File: src/rtl/vga_timing_pkg.sv
// vga_timing_pkg: 640x480@60 porch/sync defaults and geometry helpers shared by the raster
// timing generator and its per-axis counters.
package vga_timing_pkg;

  localparam int unsigned VGA_CLK_DIV  = 2;
  localparam int unsigned VGA_H_ACTIVE = 640;
  localparam int unsigned VGA_H_FP     = 16;
  localparam int unsigned VGA_H_SYNC   = 96;
  localparam int unsigned VGA_H_BP     = 48;
  localparam int unsigned VGA_V_ACTIVE = 480;
  localparam int unsigned VGA_V_FP     = 10;
  localparam int unsigned VGA_V_SYNC   = 2;
  localparam int unsigned VGA_V_BP     = 33;
  localparam int unsigned VGA_POS_W    = 11;

  function automatic int unsigned axis_total(input int unsigned active, input int unsigned fp,
                                             input int unsigned sync, input int unsigned bp);
    return active + fp + sync + bp;
  endfunction

  // A counter of width w can hold every position 0..total-1.
  function automatic bit pos_w_fits(input int unsigned w, input int unsigned total);
    return w >= $clog2(total);
  endfunction

endpackage

File: src/rtl/vga_axis_counter.sv
// vga_axis_counter: one raster axis (horizontal or vertical). Counts and wraps on i_Step,
// registers position and sync, and exposes the next-state active decode and wrap flag.
module vga_axis_counter
  import vga_timing_pkg::*;
#(
  parameter int unsigned ACTIVE = VGA_H_ACTIVE,
  parameter int unsigned FP     = VGA_H_FP,
  parameter int unsigned SYNC   = VGA_H_SYNC,
  parameter int unsigned BP     = VGA_H_BP,
  parameter bit          POL    = 1'b0,
  parameter int unsigned POS_W  = VGA_POS_W
) (
  input  logic             i_Clk,
  input  logic             i_Rst_n,
  input  logic             i_Clr,
  input  logic             i_Step,
  output logic [POS_W-1:0] o_Pos,
  output logic             o_Sync,
  output logic             o_NxtActive,
  output logic             o_Wrap
);

  localparam int unsigned      TOTAL    = axis_total(ACTIVE, FP, SYNC, BP);
  localparam logic [POS_W-1:0] LAST     = POS_W'(TOTAL - 1);
  localparam logic [POS_W-1:0] ACT_END  = POS_W'(ACTIVE);
  localparam logic [POS_W-1:0] SYNC_BEG = POS_W'(ACTIVE + FP);
  localparam logic [POS_W-1:0] SYNC_END = POS_W'(ACTIVE + FP + SYNC);

  logic [POS_W-1:0] pos_nxt;
  logic             sync_nxt;

  // Decodes come from pos_nxt so the registered sync lands with the position it describes.
  always_comb begin
    pos_nxt = o_Pos;
    o_Wrap  = 1'b0;
    if (i_Clr) begin
      pos_nxt = '0;
    end else if (i_Step) begin
      o_Wrap  = (o_Pos == LAST);
      pos_nxt = o_Wrap ? '0 : o_Pos + 1'b1;
    end
    sync_nxt    = !i_Clr && (pos_nxt >= SYNC_BEG) && (pos_nxt < SYNC_END);
    o_NxtActive = !i_Clr && (pos_nxt < ACT_END);
  end

  always_ff @(posedge i_Clk or negedge i_Rst_n) begin
    if (!i_Rst_n) begin
      o_Pos  <= '0;
      o_Sync <= ~POL;
    end else begin
      o_Pos  <= pos_nxt;
      o_Sync <= sync_nxt ? POL : ~POL;
    end
  end

endmodule

File: src/rtl/vga_timing_gen.sv
// vga_timing_gen: parametrised VGA raster timing (divider, H/V counters, syncs, strobes).
// Define VGA_TEST_PATTERN_EN to add registered colour-bar outputs o_Red/o_Green/o_Blue.
module vga_timing_gen
  import vga_timing_pkg::*;
#(
  parameter int unsigned CLK_DIV  = VGA_CLK_DIV,
  parameter int unsigned H_ACTIVE = VGA_H_ACTIVE,
  parameter int unsigned H_FP     = VGA_H_FP,
  parameter int unsigned H_SYNC   = VGA_H_SYNC,
  parameter int unsigned H_BP     = VGA_H_BP,
  parameter int unsigned V_ACTIVE = VGA_V_ACTIVE,
  parameter int unsigned V_FP     = VGA_V_FP,
  parameter int unsigned V_SYNC   = VGA_V_SYNC,
  parameter int unsigned V_BP     = VGA_V_BP,
  parameter bit          HS_POL   = 1'b0,
  parameter bit          VS_POL   = 1'b0,
  parameter int unsigned POS_W    = VGA_POS_W
) (
  input  logic             i_Clk,
  input  logic             i_Rst_n,
  input  logic             i_Enable,
  output logic             o_PixTick,
  output logic [POS_W-1:0] o_HPos,
  output logic [POS_W-1:0] o_VPos,
  output logic             o_HSync,
  output logic             o_VSync,
  output logic             o_Active,
  output logic             o_LineStart,
  output logic             o_FrameStart
`ifdef VGA_TEST_PATTERN_EN
  ,
  output logic [3:0]       o_Red,
  output logic [3:0]       o_Green,
  output logic [3:0]       o_Blue
`endif
);

  localparam int unsigned H_TOTAL = axis_total(H_ACTIVE, H_FP, H_SYNC, H_BP);
  localparam int unsigned V_TOTAL = axis_total(V_ACTIVE, V_FP, V_SYNC, V_BP);
  localparam int unsigned DIV_W   = (CLK_DIV > 1) ? $clog2(CLK_DIV) : 1;
  localparam logic [DIV_W-1:0] DIV_LAST = DIV_W'(CLK_DIV - 1);

  if (!pos_w_fits(POS_W, (H_TOTAL > V_TOTAL) ? H_TOTAL : V_TOTAL) ||
      (CLK_DIV < 1) || (CLK_DIV > 16)) begin : g_bad_cfg
    $error("vga_timing_gen: POS_W too narrow or CLK_DIV outside 1..16");
  end

  logic [DIV_W-1:0] div_q;
  logic clr, tick, h_wrap, v_wrap, h_nact, v_nact;

  assign clr  = !i_Enable;
  assign tick = i_Enable && (div_q == DIV_LAST);

  always_ff @(posedge i_Clk or negedge i_Rst_n) begin
    if (!i_Rst_n)          div_q <= '0;
    else if (clr || tick)  div_q <= '0;
    else                   div_q <= div_q + 1'b1;
  end

  vga_axis_counter #(
    .ACTIVE(H_ACTIVE), .FP(H_FP), .SYNC(H_SYNC), .BP(H_BP), .POL(HS_POL), .POS_W(POS_W)
  ) u_h_axis (
    .i_Clk(i_Clk), .i_Rst_n(i_Rst_n), .i_Clr(clr), .i_Step(tick),
    .o_Pos(o_HPos), .o_Sync(o_HSync), .o_NxtActive(h_nact), .o_Wrap(h_wrap)
  );

  vga_axis_counter #(
    .ACTIVE(V_ACTIVE), .FP(V_FP), .SYNC(V_SYNC), .BP(V_BP), .POL(VS_POL), .POS_W(POS_W)
  ) u_v_axis (
    .i_Clk(i_Clk), .i_Rst_n(i_Rst_n), .i_Clr(clr), .i_Step(h_wrap),
    .o_Pos(o_VPos), .o_Sync(o_VSync), .o_NxtActive(v_nact), .o_Wrap(v_wrap)
  );

  // o_Active only moves on a tick so the origin held during reset/disable reads inactive.
  always_ff @(posedge i_Clk or negedge i_Rst_n) begin
    if (!i_Rst_n) begin
      o_PixTick    <= 1'b0;
      o_LineStart  <= 1'b0;
      o_FrameStart <= 1'b0;
      o_Active     <= 1'b0;
    end else begin
      o_PixTick    <= tick;
      o_LineStart  <= h_wrap;
      o_FrameStart <= v_wrap;
      if (clr)       o_Active <= 1'b0;
      else if (tick) o_Active <= h_nact && v_nact;
    end
  end

`ifdef VGA_TEST_PATTERN_EN
  localparam int unsigned BAR_PX = H_ACTIVE / 8;

  logic [POS_W-1:0] h_next;
  logic [2:0]       bar;

  assign h_next = h_wrap ? '0 : o_HPos + 1'b1;
  assign bar    = 3'(h_next / POS_W'(BAR_PX));

  always_ff @(posedge i_Clk or negedge i_Rst_n) begin
    if (!i_Rst_n || clr) begin
      o_Red   <= '0;
      o_Green <= '0;
      o_Blue  <= '0;
    end else if (tick) begin
      o_Red   <= (h_nact && v_nact && bar[0]) ? '1 : '0;
      o_Green <= (h_nact && v_nact && bar[1]) ? '1 : '0;
      o_Blue  <= (h_nact && v_nact && bar[2]) ? '1 : '0;
    end
  end
`endif

endmodule

File: config.mk
export PLATFORM = sky130hd
export DESIGN_NAME = vga_timing_gen
export DESIGN_NICKNAME = d
export VERILOG_FILES = /design/src/rtl/vga_timing_pkg.sv /design/src/rtl/vga_axis_counter.sv /design/src/rtl/vga_timing_gen.sv
export SDC_FILE = /design/constraint.sdc
export NUM_CORES = 1
export LEC_CHECK = 0
export CORE_ASPECT_RATIO = 2
export CORE_MARGIN = 2
export CORE_UTILIZATION = 45
export CTS_CLUSTER_SIZE = 24
export DETAILED_ROUTE_END_ITERATION = 10
export HOLD_SLACK_MARGIN = 0.02
export PLACE_DENSITY_LB_ADDON = 0.05
export SLEW_MARGIN = 20
export SYNTH_ARGS = -nofsm -noshare
export SYNTH_HDL_FRONTEND = slang
export SYNTH_SLANG_ARGS = --single-unit
File: constraint.sdc
create_clock -name i_Clk -period 2.4 [get_ports i_Clk]
set_clock_uncertainty 0.05 [all_clocks]
set_input_delay 0.24 -clock i_Clk [delete_from_list [all_inputs] [get_ports i_Clk]]
set_output_delay 0.24 -clock i_Clk [all_outputs]
set_load 0.02 [all_outputs]
==> reports/results.ini, run 1 <==
[synth]
yosys-mux-area-fraction = 0.00625
synth_top_family_by_area = simple AND/OR/NAND/NOR gates
synth-adder-area-share = 0.0208
synthSimpleGateAreaFrac = 0.275
syn-num-nets = 203
ys_async_sr_fraction = 1.00
syn_avg_cell_area_um2 = 9.15
synth_edf_count = 0
synth-compound-area-share = 0.137
synth.most_common_cell = dfrtp_1
synth_cell_type_count = 56
syn_area_mm2 = 0.00180
synth-xor-area-share = 0.0826
postSynthCellCount = 197
synth_common_cells = 27 x dfrtp_1, 24 x nor2_1, 15 x nand2_1
ys_seq_area_frac = 0.404
ys_warn_count = 0
synthTopCellsByArea = dfrtp_1 37%, nor2_1 5.0%, xnor2_1 4.4%
ys_seq_elements = 29
yosys_most_used_dff = dfrtp_1
synth_top_area_cell = dfrtp_1
synth_top_area_share = 0.375

[worst_hold_path]
worstHoldPathType = input pin to asynchronous set/reset pin

[layout]
fin_nets = 259
final_area_mm2 = 0.00244
multiInputGateArea_um2 = 966
seq_area_um2 = 731
final_cells = 305
drive_above_1_share = 0.228
syn2layout_area_growth_pct = 35.1
fillCellCount = 351
antenna-diode-count = 0

[global_route]
grt-ovfl-total = 0
grt_pass1_vias = 1768
grt_start_max_net_pins = 30
grt_use_total = 0.237
antenna_found_initial = 0
grt_pass1_wl_um = 8230

[placement]
place_congestion = 0.905
placedInstanceArea_mm2 = 0.00228
dp.cells = 293
hpwl_um = 3960
portBuffers = 30

[worst_setup_path]
critPathKind = flop to flop
critPathLaunchType = flop
required_ns = 2.52
crit_fanout = 8
cp-end-kind = flop
critPathArrivalTime_ns = 2.50

[power]
internal_power_mw = 0.780
switchingPower_mw = 0.228
power_mw = 1.01
combPwrFrac = 0.065
swShare = 0.226
peakVddDrop_uv = 303
seqPwrFrac = 0.497
pwr-share-clk = 0.439
p_leak_nw = 1.00
powerDensity_mw_per_mm2 = 414

[drt]
drt-total-wl_um = 5080
first_pass_iters = 4
drt_iter0_markers = 32
vias_per_cell = 5.74
routedWlPerCell_um = 16.7
ant_nets = 0
via_count = 1750
drc_errors = 0

[sta]
final.min_clock_period_ns = 2.38
hold_viol_final = 0
period_share = 0.993
finalMaxSlewViolations = 0
slew_headroom = 0.699
tns_ns = 0
fmaxAchievable_mhz = 419
grt_setup_unrepaired = yes
worstMarginPinSlew_ns = 0.445
setup_viol = 0

[cts]
cts_tree = built
clkLatencyLatePin_ns = 0.28
cts_hold_buffers = 0
clockBufferDepth = 2
clk_pin_slew_ns = 0.07
cts.sinks = 29
clk_root_buffer_cell = clkbuf_8
cts_inserted_buffers = 5
htree_levels = 2

[die]
chipHeight_um = 93.5
die-area_mm2 = 0.00456
die_x_um = 48.8
start_util = 0.469
pin_count = 31
core_region_area_mm2 = 0.00384
std_cell_rows = 32

[outcome]
outcome = finished clean

[run]
max_cap_violations = 0

[flip-flops by register name, indices dropped and copies added, names as in the netlist]
| signal | flops |
|---|---|
| u_h_axis.o_Pos | 11 |
| u_v_axis.o_Pos | 11 |
| div_q | 1 |
| o_Active | 1 |
| o_FrameStart | 1 |
| o_LineStart | 1 |
| o_PixTick | 1 |
| u_h_axis.o_Sync | 1 |
| u_v_axis.o_Sync | 1 |
[per-layer routing]
layer / GRT usage / up-vias / share of wire
met5: 0 / - / 0
met4: 0.155 / 0 / 0.056
met3: 0.0304 / 20 / 0.033
met2: 0.458 / 62 / 0.57
met1: 0.226 / 852 / 0.34
li1: - / 816 / -
[logic make-up after synthesis]
group,after synthesis
and+or+nand+nor,91
AOI/OAI and AO/OA,35
DFF,29
buffers and inverters,21
xor gates and xnor gates,17
adders and majority gates,3
muxes,1
[layout by cell type, fill, tap and decap left out, types with 2 or more instances in the layout]
| cell type | n |
|---|---|
| clkdlybuf4s50_1 | 30 |
| buf_4 | 29 |
| dfrtp_1 | 25 |
| nor2_1 | 24 |
| nand2_1 | 15 |
| nand3_1 | 9 |
| xnor2_1 | 9 |
| inv_1 | 9 |
| nand4_1 | 8 |
| xor2_1 | 8 |
| o21ai_0 | 7 |
| clkbuf_8 | 7 |
| nor3_1 | 6 |
| nor4_1 | 3 |
| and4_1 | 3 |
| a31oi_1 | 3 |
| o21ai_1 | 3 |
| o22ai_1 | 3 |
| a21oi_1 | 3 |
| ha_1 | 3 |
| o21a_1 | 2 |
| nor2b_1 | 2 |
| or4_4 | 2 |
| nor4b_1 | 2 |
| and3_1 | 2 |
| and2_1 | 2 |
| a32o_1 | 2 |
| dfrtp_2 | 2 |
| dfstp_2 | 2 |
[per-stage QoR]
stage	hold slack [ns]	worst slack [ns]	utilization
floorplan	-0.106	-0.0604	-
global placement	0.445	0.0350	0.592
detailed placement	0.465	0.00673	0.592
CTS	0.306	0.0642	0.618
global route	0.333	-0.0426	0.634
finish	0.298	0.0159	0.634
[worst paths after layout]
path                                   start           endpoint  slack, ns  cells after the start
max                        u_h_axis.o_Pos[5]           o_Active       0.02                      8
min                                  i_Rst_n  u_h_axis.o_Pos[2]       0.30                      2
max reg2reg                u_h_axis.o_Pos[5]           o_Active       0.02                      8
min reg2reg                         o_Active           o_Active       0.48                      1
max in group asynchronous            i_Rst_n    u_h_axis.o_Sync       1.67                      2
min in group i_Clk                  o_Active           o_Active       0.48                      1
[power groups by stage]
stage          Combinational, mW  Sequential, mW  Clock (mW)
2_1_floorplan             0.0208           0.515           0
3_3_place_gp              0.0658           0.509           0
3_5_place_dp              0.0662           0.509           0
4_1_cts                   0.0663           0.500       0.453
5_1_grt                   0.0724           0.501       0.480
6_report                  0.0652           0.501       0.442
[layout make-up]
class	count	share of cell area
tap	51	0.0262
sequential	29	0.300
timing repair buffer	60	0.217
inverter	10	0.0185
multi-input combinational	147	0.397
clock buffer	7	0.0395
clock inverter	1	0.00205
[critical path, stage by stage (launching register included)]
cell	delay, ns
dfrtp_2	0.40
or4_4	0.54
or4_4	0.60
inv_8	0.12
buf_6	0.10
nand3_4	0.07
o221ai_2	0.07
nand3_1	0.11
a32o_1	0.22
[timing repair]
item,CTS,global route
gates resized for setup,0,7
setup buffers,0,4
endpoints found under the setup margin,0,2
No activity file was read; power rests on OpenSTA's default activity.
==> inputs of run 2 (changes only) <==
--- a/config.mk
+++ b/config.mk
@@ -10,9 +10,12 @@
 export CORE_UTILIZATION = 45
 export CTS_CLUSTER_SIZE = 24
 export DETAILED_ROUTE_END_ITERATION = 10
+export GPL_ROUTABILITY_DRIVEN = 0
 export HOLD_SLACK_MARGIN = 0.02
+export MAX_ROUTING_LAYER = met4
 export PLACE_DENSITY_LB_ADDON = 0.05
 export SLEW_MARGIN = 20
 export SYNTH_ARGS = -nofsm -noshare
 export SYNTH_HDL_FRONTEND = slang
 export SYNTH_SLANG_ARGS = --single-unit
+export TNS_END_PERCENT = 50
==> reports/results.ini, run 2 (synthesized netlist as in run 1, its figures left out) <==
[outcome]
outcome = finished clean

[sta]
grt_setup_unrepaired = yes
hold_viol_final = 0
fmaxAchievable_mhz = 428
setup_ws_ns = 0.0648
setup_viol = 0
finalMaxSlewViolations = 0
slew_headroom = 0.669
final.min_clock_period_ns = 2.34
period_share = 0.973
worstMarginPinSlew_ns = 0.490

[worst_setup_path]
critPathKind = flop to flop
r2r_slack_ns = 0.06
required_ns = 2.53
crit_fanout = 8
critPathArrivalTime_ns = 2.46
r2r_end = o_Active
critPathLaunchType = flop
r2r_start = u_h_axis.o_Pos[5]
rr_worst_depth = 7
cp-end-kind = flop

[layout]
drive_above_1_share = 0.194
final_common_cell = clkdlybuf4s50_1
antenna-diode-count = 0
syn2layout_area_growth_pct = 30.0
final_cell_mix = 30 x clkdlybuf4s50_1, 25 x dfrtp_1, 24 x nor2_1, 24 x buf_4, 15 x nand2_1
largestRegisters = u_h_axis.o_Pos x11, u_v_axis.o_Pos x11
final_area_mm2 = 0.00234
fin_util = 0.610
final_cells = 299
fin_nets = 253

[drt]
ant_nets = 0
drt-total-wl_um = 4900
drt_iter0_markers = 54
routedWlPerCell_um = 16.4
first_pass_iters = 4
drc_errors = 0
vias_per_cell = 5.75
via_count = 1718

[cts]
htree_levels = 2
clockBufferDepth = 2
clkLatencyLatePin_ns = 0.28
clk_pin_slew_ns = 0.07
cts_tree = built
clk_root_buffer_cell = clkbuf_8
cts.sinks = 29
cts_resized = 0
cts_inserted_buffers = 5

[die]
std_cell_rows = 32
pin_count = 31
start_util = 0.469
die-area_mm2 = 0.00456
core_region_area_mm2 = 0.00384
die_x_um = 48.8
chipHeight_um = 93.5

[global_route]
grt_pass1_wl_um = 8120
grt-ovfl-total = 0
antenna_found_initial = 0
grt_pass1_vias = 1726
grt_use_total = 0.239
grt_start_max_net_pins = 30

[worst_hold_path]
worstHoldPathType = input pin to asynchronous set/reset pin

[placement]
dp_slack_ns = 0.0100
placedInstanceArea_mm2 = 0.00226
hpwl_um = 3700
dp.cells = 291
portBuffers = 30

[power]
peakVddDrop_uv = 396
p_leak_nw = 0.957
powerDensity_mw_per_mm2 = 411

[run]
max_cap_violations = 0

==> run 2: area by class of cell <==
class / count / area [um2]
clock buffers: 6 / 72.6
clock inverters: 2 / 10.0
fillers: 369 / 1500
inverters: 10 / 42.5
multi-input cells: 147 / 943
flip-flops and latches: 29 / 731
well taps: 51 / 63.8
repair buffers: 54 / 480
==> run 2: critical path: stages, from the launching register on <==
cell and delay [ns]:
dfrtp_2 0.40, or4_4 0.56, or4_4 0.49, clkinv_4 0.12
nand3_1 0.10, o221ai_2 0.17, nand3_1 0.11, a32o_1 0.22
==> run 2: stage by stage <==
stage                     power (mW)  hold slack (ns)  setup TNS, ns
after CTS                      0.975            0.305              0
after floorplan                0.536           -0.106        -0.0604
after global placement         0.575            0.444              0
final                          0.964            0.283              0
after global routing            1.00            0.332        -0.0488
after detailed placement       0.576            0.449              0
==> run 2: worst max path at each step <==
| stage | from | endpoint | slack (ns) | cells past startpoint |
|---|---|---|---|---|
| final | u_h_axis.o_Pos[5] | o_Active | 0.06 | 7 |
| after floorplan | u_h_axis.o_Pos[5] | o_Active | -0.06 | 10 |
| after global placement | i_Enable | o_Active | 0.04 | 8 |
| after detailed placement | i_Enable | o_Active | 0.01 | 8 |
| after global routing | u_h_axis.o_Pos[7] | o_Active | -0.05 | 7 |
| after CTS | u_h_axis.o_Pos[5] | o_Active | 0.05 | 7 |
==> run 2: routing by layer <==
layer  track usage  vias up  wire length (um)
li1              -      812                 -
met1         0.228      837              1770
met2         0.447       53              2810
met3        0.0399       16               154
met4         0.124        0               167
met5             -        -                 0
==> run 2: power breakdown <==
group	internal (mW)	total, mW	switching (mW)
registers	0.495	0.500	0.00566
logic	0.0263	0.0649	0.0386
clock network	0.201	0.399	0.198
==> run 2: what timing repair did <==
action | 4_1_cts | 5_1_grt
endpoints found under the setup margin | 0 | 1
buffers inserted | 0 | 0
hold buffers | 0 | 0
